[config.mk]
export PLATFORM = sky130hd
export DESIGN_NAME = timer_1hz
export DESIGN_NICKNAME = d
export VERILOG_FILES = /design/src/rtl/timer_1hz_pkg.sv /design/src/rtl/divider_1hz.sv /design/src/rtl/timer_1hz.sv
export SDC_FILE = /design/constraint.sdc
export NUM_CORES = 1
export LEC_CHECK = 0
export BUFFER_PORTS_ARGS = -buffer_cell sky130_fd_sc_hd__buf_2
export CAP_MARGIN = 5
export CORE_AREA = 2 2 39 41
export DETAILED_ROUTE_END_ITERATION = 8
export DIE_AREA = 0 0 41 43
export HOLD_SLACK_MARGIN = 0.05
export PLACE_DENSITY = 0.66
export REMOVE_ABC_BUFFERS = 1
export SYNTH_ARGS = -nofsm -noshare
export SYNTH_HDL_FRONTEND = slang
export SYNTH_SLANG_ARGS = --single-unit
export TNS_END_PERCENT = 20
[constraint.sdc]
create_clock -name clock -period 3.7 [get_ports clock]
set_clock_uncertainty 0.2 [all_clocks]
set_input_delay 0 -clock clock [delete_from_list [all_inputs] [get_ports clock]]
set_output_delay 0 -clock clock [all_outputs]
set_load 0.03 [all_outputs]
[src/rtl/timer_1hz_pkg.sv]
// ============================================================================
// timer_1hz_pkg
// Shared widths, divider default and delay constants for the seconds timer.
// Revision: 1.0
// ============================================================================
`default_nettype none

package timer_1hz_pkg;

  localparam int unsigned C_DIVIDE_DEF = 10;
  localparam int unsigned TIME_W       = 4;

  // Delays (in seconds) loaded by the anti-theft system FSM
  localparam logic [TIME_W-1:0] T_ARM       = 4'd6;
  localparam logic [TIME_W-1:0] T_DRIVER    = 4'd8;
  localparam logic [TIME_W-1:0] T_PASSENGER = 4'd15;
  localparam logic [TIME_W-1:0] T_ALARM     = 4'd10;

  function automatic logic [TIME_W-1:0] term_count(input int unsigned divide);
    return TIME_W'(divide - 1);
  endfunction

endpackage

`default_nettype wire

[src/rtl/divider_1hz.sv]
// ============================================================================
// divider_1hz
// Free-running phase counter producing a one-cycle enable every DIVIDE clocks.
// Revision: 1.0
// ============================================================================
`default_nettype none

module divider_1hz
  import timer_1hz_pkg::*;
#(
  parameter int unsigned DIVIDE = C_DIVIDE_DEF
) (
  input  logic              clock,
  input  logic              resetN,
  input  logic              clear,
  output logic [TIME_W-1:0] counter1Hz,
  output logic              clock1Hz
);

  localparam logic [TIME_W-1:0] C_TERM = term_count(DIVIDE);

  logic [TIME_W-1:0] phase_q;
  logic [TIME_W-1:0] phase_d;
  logic              term_w;

  assign term_w = (phase_q == C_TERM);

  always_comb begin
    phase_d = phase_q + 1'b1;
    if (clear || term_w) begin
      phase_d = '0;
    end
  end

  always_ff @(posedge clock) begin
    if (!resetN) begin
      phase_q <= '0;
    end else begin
      phase_q <= phase_d;
    end
  end

  assign counter1Hz = phase_q;
  assign clock1Hz   = term_w;

endmodule

`default_nettype wire

[src/rtl/timer_1hz.sv]
// ============================================================================
// timer_1hz
// Seconds countdown: loads a count on start, decrements per 1 Hz enable,
// pulses expired for one cycle when the count reaches zero.
// Revision: 1.0
// ============================================================================
`default_nettype none

module timer_1hz
  import timer_1hz_pkg::*;
#(
  parameter int unsigned DIVIDE = C_DIVIDE_DEF
) (
  input  logic              clock,
  input  logic              resetN,
  input  logic              startTimer,
  input  logic [TIME_W-1:0] value,
  output logic              clock1Hz,
  output logic              expired,
  output logic              indicator,
  output logic [TIME_W-1:0] counter,
  output logic [TIME_W-1:0] counter1Hz
);

  logic [TIME_W-1:0] counter_q;
  logic [TIME_W-1:0] counter_d;
  logic              indicator_q;
  logic              indicator_d;
  logic              expired_q;
  logic              expired_d;
  logic              tick_w;

  divider_1hz #(
    .DIVIDE (DIVIDE)
  ) u_divider (
    .clock      (clock),
    .resetN     (resetN),
    .clear      (startTimer),
    .counter1Hz (counter1Hz),
    .clock1Hz   (tick_w)
  );

  // Start wins over tick; a zero-length start expires immediately
  always_comb begin
    counter_d   = counter_q;
    indicator_d = indicator_q;
    expired_d   = 1'b0;
    if (startTimer) begin
      counter_d   = value;
      indicator_d = (value != '0);
      expired_d   = (value == '0);
    end else if (tick_w && indicator_q) begin
      if (counter_q > TIME_W'(1)) begin
        counter_d = counter_q - 1'b1;
      end else begin
        counter_d   = '0;
        indicator_d = 1'b0;
        expired_d   = 1'b1;
      end
    end
  end

  always_ff @(posedge clock) begin
    if (!resetN) begin
      counter_q   <= '0;
      indicator_q <= 1'b0;
      expired_q   <= 1'b0;
    end else begin
      counter_q   <= counter_d;
      indicator_q <= indicator_d;
      expired_q   <= expired_d;
    end
  end

  assign clock1Hz  = tick_w;
  assign expired   = expired_q;
  assign indicator = indicator_q;
  assign counter   = counter_q;

endmodule

`default_nettype wire

### After elaboration in Yosys (flattened, before gate mapping)

Index checks and enable logic that the tools add are counted.

| operators by class | value |
|---|---|
| eq/ne operators | 2 |
| $lt $le $gt $ge | 1 |
| multiplexer cells | 9 |
| reductions and logical operators | 7 |
| bitwise operators | 1 |
| add/sub/neg operators | 2 |

Operator list:

| operator | number |
|---|---|
| 4-bit two-way mux | 3 |
| 1-bit two-way mux | 6 |
| 4-bit by 1-bit adder with 4-bit output, second input constant | 1 |
| 4-bit equality test, second input constant | 1 |
| 4-bit by 1-bit greater-than comparator with 1-bit output, second input constant | 1 |
| 4-bit logical NOT | 1 |
| 4-bit nonzero test | 1 |
| 4-bit by 1-bit subtractor with 4-bit output, second input constant | 1 |
| 2-bit != test, second input constant | 1 |
| 2-bit AND reduction | 1 |
| 2-bit nonzero test | 1 |
| 2-bit OR reduction | 1 |
| 1-bit logical AND | 1 |
| 1-bit logical OR | 1 |
| 1-bit inverter | 1 |

| word-level totals | value |
|---|---|
| bits of input ports | 7 |
| output and inout bits | 11 |
| logic and storage cells | 26 |
| flip-flop bits (word level) | 10 |

### Depth between registers and ports, before layout

Gate-level depths: netlist (run 1).

| depth | value |
|---|---|
| depth after elaboration | 4 |
| depth in mapped cells | 5 |
| gate-level depth less buffers | 5 |

### By module

Synthesis (run 1) repeated with hierarchy kept, for this count alone.

| second synthesis, totals | value |
|---|---|
| cells, all modules | 61 |
| area total of the unflattened synthesis | 541.8 um2 |

Modules (own cells, without submodules):

| module | instances | seq. area each (um2) | area an instance (um2) | cells each |
|---|---|---|---|---|
| timer_1hz | 1 | 120.1 | 365.4 | 43 |
| divider_1hz | 1 | 80.1 | 176.4 | 18 |

### Worst setup path after synthesis (run 1)

Ideal clock, no wire load.

| timing | value |
|---|---|
| path type | reg2reg |
| start point | reg u_divider.phase_q[0], in the netlist u_divider.counter1Hz[0] |
| end point | reg counter_q[3], in the netlist counter[3] |
| clock period less this slack | 1.897 ns |
| slack | 1.803 ns |
| arrival time | 1.581 ns |
| library setup time | 0.116 ns |
| path buffers | 0 |
| stages on the path, launching flop included | 5 |
| required time | 3.384 ns |
| cell sequence | dfxtp_1 ha_1 nand4b_4 or4_1 o211a_1 |

| on the way | value |
|---|---|
| longest elaborated chain between the ends | 3 |

Ends and longest elaborated chain:

| what | RTL line | text |
|---|---|---|
| start: declaration | divider_1hz.sv:22 | `logic [TIME_W-1:0] phase_q;` |
| start signal: assignment | divider_1hz.sv:39 | `phase_q <= phase_d;` |
| 4-bit equality test | divider_1hz.sv:26 | `assign term_w = (phase_q == C_TERM);` |
| 1-bit logical AND | timer_1hz.sv:52 | `end else if (tick_w && indicator_q) begin` |
| 2-bit nonzero test (no source line) | - |  |
| end signal: assignment | timer_1hz.sv:69 | `counter_q <= counter_d;` |
| end: declaration | timer_1hz.sv:25 | `logic [TIME_W-1:0] counter_q;` |

Every way passes these cells.
A chain may end at the register's enable or synchronous reset.

### Worst setup path in the final report (run 1)

Same ends and word-level chain as after synthesis.

==> metrics.md, run 1 <==
| Metric | Value |
|---|---|
| Port bufs | `17` |
| Relative slew slack | `72.8%` |
| Actual slew at the worst max-slew pin | `0.408 ns` |
| Share of post-route cells with drive strength above 1 | `26.4%` |
| Final setup violation count | `0` |
| Layout Cells excl Fill | `103` |
| Fraction of the cycle the final worst path needs | `64.0%` |
| H-Tree Level Count | `1` |
| CTS tree | `built` |
| First-pass GRT wire length | `2100 um` |
| Max Slew Vio Count | `0` |
| Nets | `99` |
| Area contributors post-synth | `dfxtp_1, ha_1, inv_1, nand4b_4, a21oi_1` |
| Fin util | `55.5%` |
| Commonest non-fill, non-tap cell in the layout | `buf_2` |
| FP Rows | `14` |
| Count of cell types in the netlist | `26` |
| Post-synthesis cell count | `57` |
| Num CTS Buffers | `3` |
| Layout fillers | `136` |
| CP endpoint kind | `register` |
| Max Freq | `422 MHz` |
| Top fanout value on the critical path | `6` |
| Final hold viol count | `0` |
| Clk root buf | `clkbuf_4` |
| Crit path required time | `3.65 ns` |
| Core Box Area | `1380 um2` |
| Drt wl/cell | `12.9 um` |
| Most frequent cells in the layout | `buf_2, dfxtp_1, dlygate4sd3_1, inv_1, nor2_1` |
| 1st-iter DRT viols | `13` |
| Post-Route WL | `1330 um` |
| Post-synth ARST share | `0%` |
| Power density cells | `353 nW/um2` |
| Final min period | `2.37 ns` |
| Max-Cap Viols | `0` |
| Clk_lat worst skew | `0.27 ns` |
| Crit start category | `register` |
| WS Path Type | `register to register` |
| Hpwl dp | `981 um` |
| Die X | `41 um` |
| GRT Resource Usage Total | `17.7%` |
| Leak Pwr | `0.387 nW` |
| DRC | `0` |
| Vias in the first global route | `514` |
| Final setup TNS | `0 ns` |
| Min-delay worst type | `register to register` |
| WP data arrival | `2.32 ns` |
| Initial antenna violation count | `0` |
| Synthesized cell area | `531 um2` |
| Synth Register Bits | `10` |
| Final Wtd Congestion | `0.781` |
| Post-CTS Resized | `0` |
| Status | `complete, no violations` |
| RSZ-0062 raised after global routing | `false` |
| Die area | `1760 um2` |
| Max IR drop VDD | `0.000173 V` |
| Synth-to-layout area growth | `44.8%` |
| Starting Density | `38.3%` |
| Clk slew on worst S/H paths | `0.07 ns` |
| Via Count | `554` |
| Clk buf depth | `2` |
| I/O pin cnt | `18` |
| ANT cells | `0` |
| Number of flops mapped to enable cells by yosys | `0` |
| Via density | `5.38` |
| Die Y | `43 um` |
| Syn avg cell area | `9.31 um2` |
| Tot Pwr | `0.271 mW` |
| Placed cells | `89` |
| Antenna-violating nets left | `0` |
| Clock Sinks | `10` |
| Hold-fix buffers, CTS | `10` |
| Grt ovf | `0` |
| Register area share after synthesis | `37.7%` |
| Yosys warning total | `0` |
| DR pass1 iterations | `4` |
| Largest area contributor in the netlist | `dfxtp_1` |
| Largest net degree at the start of global routing | `9` |
| Main synth FF type | `dfxtp_1` |
| Post-CTS setup buffer count | `0` |
| Yosys top cell area share | `37.7%` |
synthesized netlist by cell type, types with 2 or more instances:
cell / number
inv_1: 7
ha_1: 4
dfxtp_1: 10
o21ai_0: 4
nand3_1: 2
nor2_1: 5
o41ai_1: 2
o211ai_1: 2
a21oi_1: 4
cell families after synthesis:
kind of cell | synth area share [%]
simple gates | 17.7
buf+inv | 5.66
mux | 1.89
flops | 37.7
xor+xnor | 3.30
fa+ha+maj | 9.43
compound gates | 24.3
where the power goes:
part           switching, mW  total [mW]  internal, mW
clock                 0.0404       0.100        0.0598
sequential           0.00705       0.120         0.113
combinational         0.0288      0.0512        0.0225
total                 0.0762       0.271         0.195
path summary, 6_finish.rpt:
kind                                       from                                 end  slack, ns  cells after the start
max          u_divider.counter1Hz[0]$_SDFF_PP0_             counter[3]$_SDFFE_PN0P_       1.33                      5
max reg2reg  u_divider.counter1Hz[0]$_SDFF_PP0_             counter[3]$_SDFFE_PN0P_       1.33                      5
min reg2reg  u_divider.counter1Hz[0]$_SDFF_PP0_  u_divider.counter1Hz[0]$_SDFF_PP0_       0.30                      1
min          u_divider.counter1Hz[0]$_SDFF_PP0_  u_divider.counter1Hz[0]$_SDFF_PP0_       0.30                      1
stage by stage:
stage / hold WS, ns / setup WS, ns / area, um2
final: 0.297 / 1.33 / 768
after global routing: 0.343 / 1.26 / 768
after CTS: 0.303 / 1.37 / 768
after detailed placement: 0.0961 / 1.93 / 632
after global placement: 0.0947 / 2.00 / 632
after floorplan: -0.0666 / 1.80 / 527
area by class of cell:
cell class / instances / area, um2 / area share, %
Sequential cell: 10 / 200 / 26.1
Inverter: 7 / 26.3 / 3.42
Timing Repair Buffer: 27 / 185 / 24.1
Tap cell: 16 / 20.0 / 2.61
Clock buffer: 4 / 36.3 / 4.72
Multi-Input combinational cell: 39 / 300 / 39.1
flip-flops by register name (all words and copies together), names as in the netlist:
signal                count
counter                   4
u_divider.counter1Hz      4
expired                   1
indicator                 1
per-layer routing:
| metal | vias up | track usage, % | part of all wire, % |
|---|---|---|---|
| li1 | 274 | - | - |
| met1 | 250 | 20.8 | 44 |
| met2 | 26 | 28.4 | 48 |
| met3 | 4 | 3.14 | 5.6 |
| met4 | 0 | 10.0 | 2.6 |
| met5 | - | 0 | 0 |
critical path, stage by stage, from the launching register on:
cell and delay (ns):
dfxtp_1 0.41, ha_1 0.27, nand4b_4 0.15, or4_1 0.43, o211a_1 0.23, dlygate4sd3_1 0.56
(Power assumes the default switching activity.)
==> inputs of run 2 (changes only) <==
==> constraint.sdc (replaced) <==
create_clock -name clock -period 2.3 [get_ports clock]
set_clock_uncertainty 0.2 [all_clocks]
set_input_delay 0 -clock clock [delete_from_list [all_inputs] [get_ports clock]]
set_output_delay 0 -clock clock [all_outputs]
set_load 0.03 [all_outputs]
==> run 2 against run 1 <==
  * Cell count fell by 0.97%
  * Sequential power rose by 61%
  * Critical endpoint is now counter[0]$_SDFFE_PN0P_
  * Worst setup slack got worse by 1.2 ns
  * Via count rose by 1.4%
  * Global-route usage rose by 0.69 points
  * Power rose by 47%
  * Clock-buffer cell count fell by 1
  * Core utilization fell by 0.81 points
  * Register-to-register slack got worse by 1.2 ns
  * Largest power group unchanged
==> metrics.md, run 2 (same netlist as run 1, synthesis figures left out) <==
| Metric | Value |
|---|---|
| Max-Cap Viols | `0` |
| Fin util | `54.7%` |
| FP Rows | `14` |
| Leak Pwr | `0.378 nW` |
| Reg2Reg Depth | `6` |
| Top fanout value on the critical path | `6` |
| Max Slew Vio Count | `0` |
| WS Path Type | `register to register` |
| WP data arrival | `2.20 ns` |
| Layout Cells excl Fill | `102` |
| Nets | `99` |
| Clk root buf | `clkbuf_4` |
| Port bufs | `17` |
| Total length of routed met2 wires | `685 um` |
| I/O pin cnt | `18` |
| Final min period | `2.19 ns` |
| Grt ovf | `0` |
| Max IR drop VDD | `0.000262 V` |
| Worst Path Buf+Inv | `2` |
| CTS tree | `built` |
| Die X | `41 um` |
| DRC | `0` |
| Met3 WL | `72 um` |
| Reg-to-Reg End | `counter[0]$_SDFFE_PN0P_` |
| Hold Path Depth | `1` |
| Hold Startpoint | `u_divider.counter1Hz[0]$_SDFF_PP0_` |
| Die Y | `43 um` |
| Min-delay worst type | `register to register` |
| Post-Route WL | `1380 um` |
| Final setup violation count | `0` |
| CP endpoint kind | `register` |
| RSZ-0062 raised after global routing | `false` |
| FF-to-FF Start | `counter[0]$_SDFFE_PN0P_` |
| Share of post-route cells with drive strength above 1 | `25.6%` |
| Clk buf depth | `2` |
| GRT Resource Usage Total | `18.4%` |
| Die area | `1760 um2` |
| First-pass GRT wire length | `2130 um` |
| Final setup TNS | `0 ns` |
| Placed cells | `89` |
| Hold Slack | `0.293 ns` |
| Via Count | `562` |
| Commonest non-fill, non-tap cell in the layout | `buf_2` |
| DR pass1 iterations | `4` |
| Status | `complete, no violations` |
| Synth-to-layout area growth | `42.7%` |
| Worst path cell trace | `inv_1 -> ha_1 -> o21bai_1 -> o211ai_1 -> a21oi_1 -> dlygate4sd3_1` |
| Post-CTS setup buffer count | `0` |
| 1st-iter DRT viols | `17` |
| Actual slew at the worst max-slew pin | `0.412 ns` |
| Max Freq | `457 MHz` |
| Hpwl dp | `944 um` |
| Most frequent cells in the layout | `buf_2, dfxtp_1, dlygate4sd3_1, inv_1, nor2_1` |
| Layout fillers | `138` |
| Power density cells | `525 nW/um2` |
| Crit path largest cell delay | `0.55 ns` |
| Hold Path End | `u_divider.counter1Hz[0]$_SDFF_PP0_` |
| ANT cells | `0` |
| Starting Density | `38.3%` |
| Largest net degree at the start of global routing | `9` |
| Core Box Area | `1380 um2` |
| H-Tree Level Count | `1` |
| Initial antenna violation count | `0` |
| Clk slew on worst S/H paths | `0.06 ns` |
| Crit start category | `register` |
| Final Wtd Congestion | `0.781` |
| Routed met1 length | `558 um` |
| Antenna-violating nets left | `0` |
| Clk_lat worst skew | `0.27 ns` |
| Top Metal Used | `met4` |
| Drt wl/cell | `13.5 um` |
| Fraction of the cycle the final worst path needs | `95.1%` |
| Via density | `5.51` |
| R2R setup slack | `0.11 ns` |
| Num CTS Buffers | `3` |
| Crit path max-delay family | `buffers and inverters` |
| Vias in the first global route | `509` |
| Final hold viol count | `0` |
| Relative slew slack | `72.5%` |
| Clock Sinks | `10` |
| Crit-path slowest cell | `dlygate4sd3_1` |
| Crit path required time | `2.31 ns` |
[run 2: cell count changes in the layout (fill, tap and decap cells not counted)]
cell / delta
buf_2: -1
clkbuf_4: +1
clkbuf_8: -1
[run 2: worst max path at each step]
| stage | startpoint | to | slack [ns] | cells past startpoint |
|---|---|---|---|---|
| after global routing | startTimer | counter[2]$_SDFFE_PN0P_ | 0.003 | 7 |
| after CTS | counter[0]$_SDFFE_PN0P_ | counter[0]$_SDFFE_PN0P_ | 0.15 | 6 |
| after global placement | u_divider.counter1Hz[0]$_SDFF_PP0_ | counter[3]$_SDFFE_PN0P_ | 0.60 | 4 |
| after detailed placement | u_divider.counter1Hz[0]$_SDFF_PP0_ | counter[3]$_SDFFE_PN0P_ | 0.54 | 4 |
| after floorplan | u_divider.counter1Hz[0]$_SDFF_PP0_ | counter[3]$_SDFFE_PN0P_ | 0.40 | 4 |
| final | counter[0]$_SDFFE_PN0P_ | counter[0]$_SDFFE_PN0P_ | 0.11 | 6 |
[run 2: stage by stage]
stage                     power [mW]  setup slack, ns  instance area, um2
after floorplan                0.238            0.403                 527
after global routing           0.415          0.00342                 757
after detailed placement       0.264            0.536                 632
final                          0.398            0.114                 757
after global placement         0.263            0.605                 632
after CTS                      0.396            0.147                 754
[run 2: cell type report]
type / count / area [um2] / area share [%]
multi-input cells: 39 / 300 / 39.7
inverters: 7 / 26.3 / 3.47
flip-flops and latches: 10 / 200 / 26.4
repair buffers: 27 / 188 / 24.8
well taps: 16 / 20.0 / 2.64
clock buffers: 3 / 22.5 / 2.98
[run 2: where the power goes]
part	total, mW	internal [mW]	switching (mW)
Combinational	0.0830	0.0364	0.0466
Clock	0.122	0.0605	0.0613
Sequential	0.193	0.182	0.0112
Total	0.398	0.279	0.119
[run 2: timing repair]
action,in CTS,in global routing
hold endpoints to repair,10,0
setup endpoints to repair,0,1
gates resized for setup,0,1
hold buffers,10,0
[run 2: metal layers]
layer / global-route usage, % / vias to the layer above
li1: - / 269
met1: 19.1 / 261
met2: 30.0 / 23
met3: 3.66 / 9
met4: 14.0 / 0
met5: 0 / -
[run 2: worst register-to-register path, cell delays in order (launching register included)]
cell           delay [ns]
dfxtp_1              0.41
inv_1                0.09
ha_1                 0.24
o21bai_1             0.36
o211ai_1             0.14
a21oi_1              0.14
dlygate4sd3_1        0.55
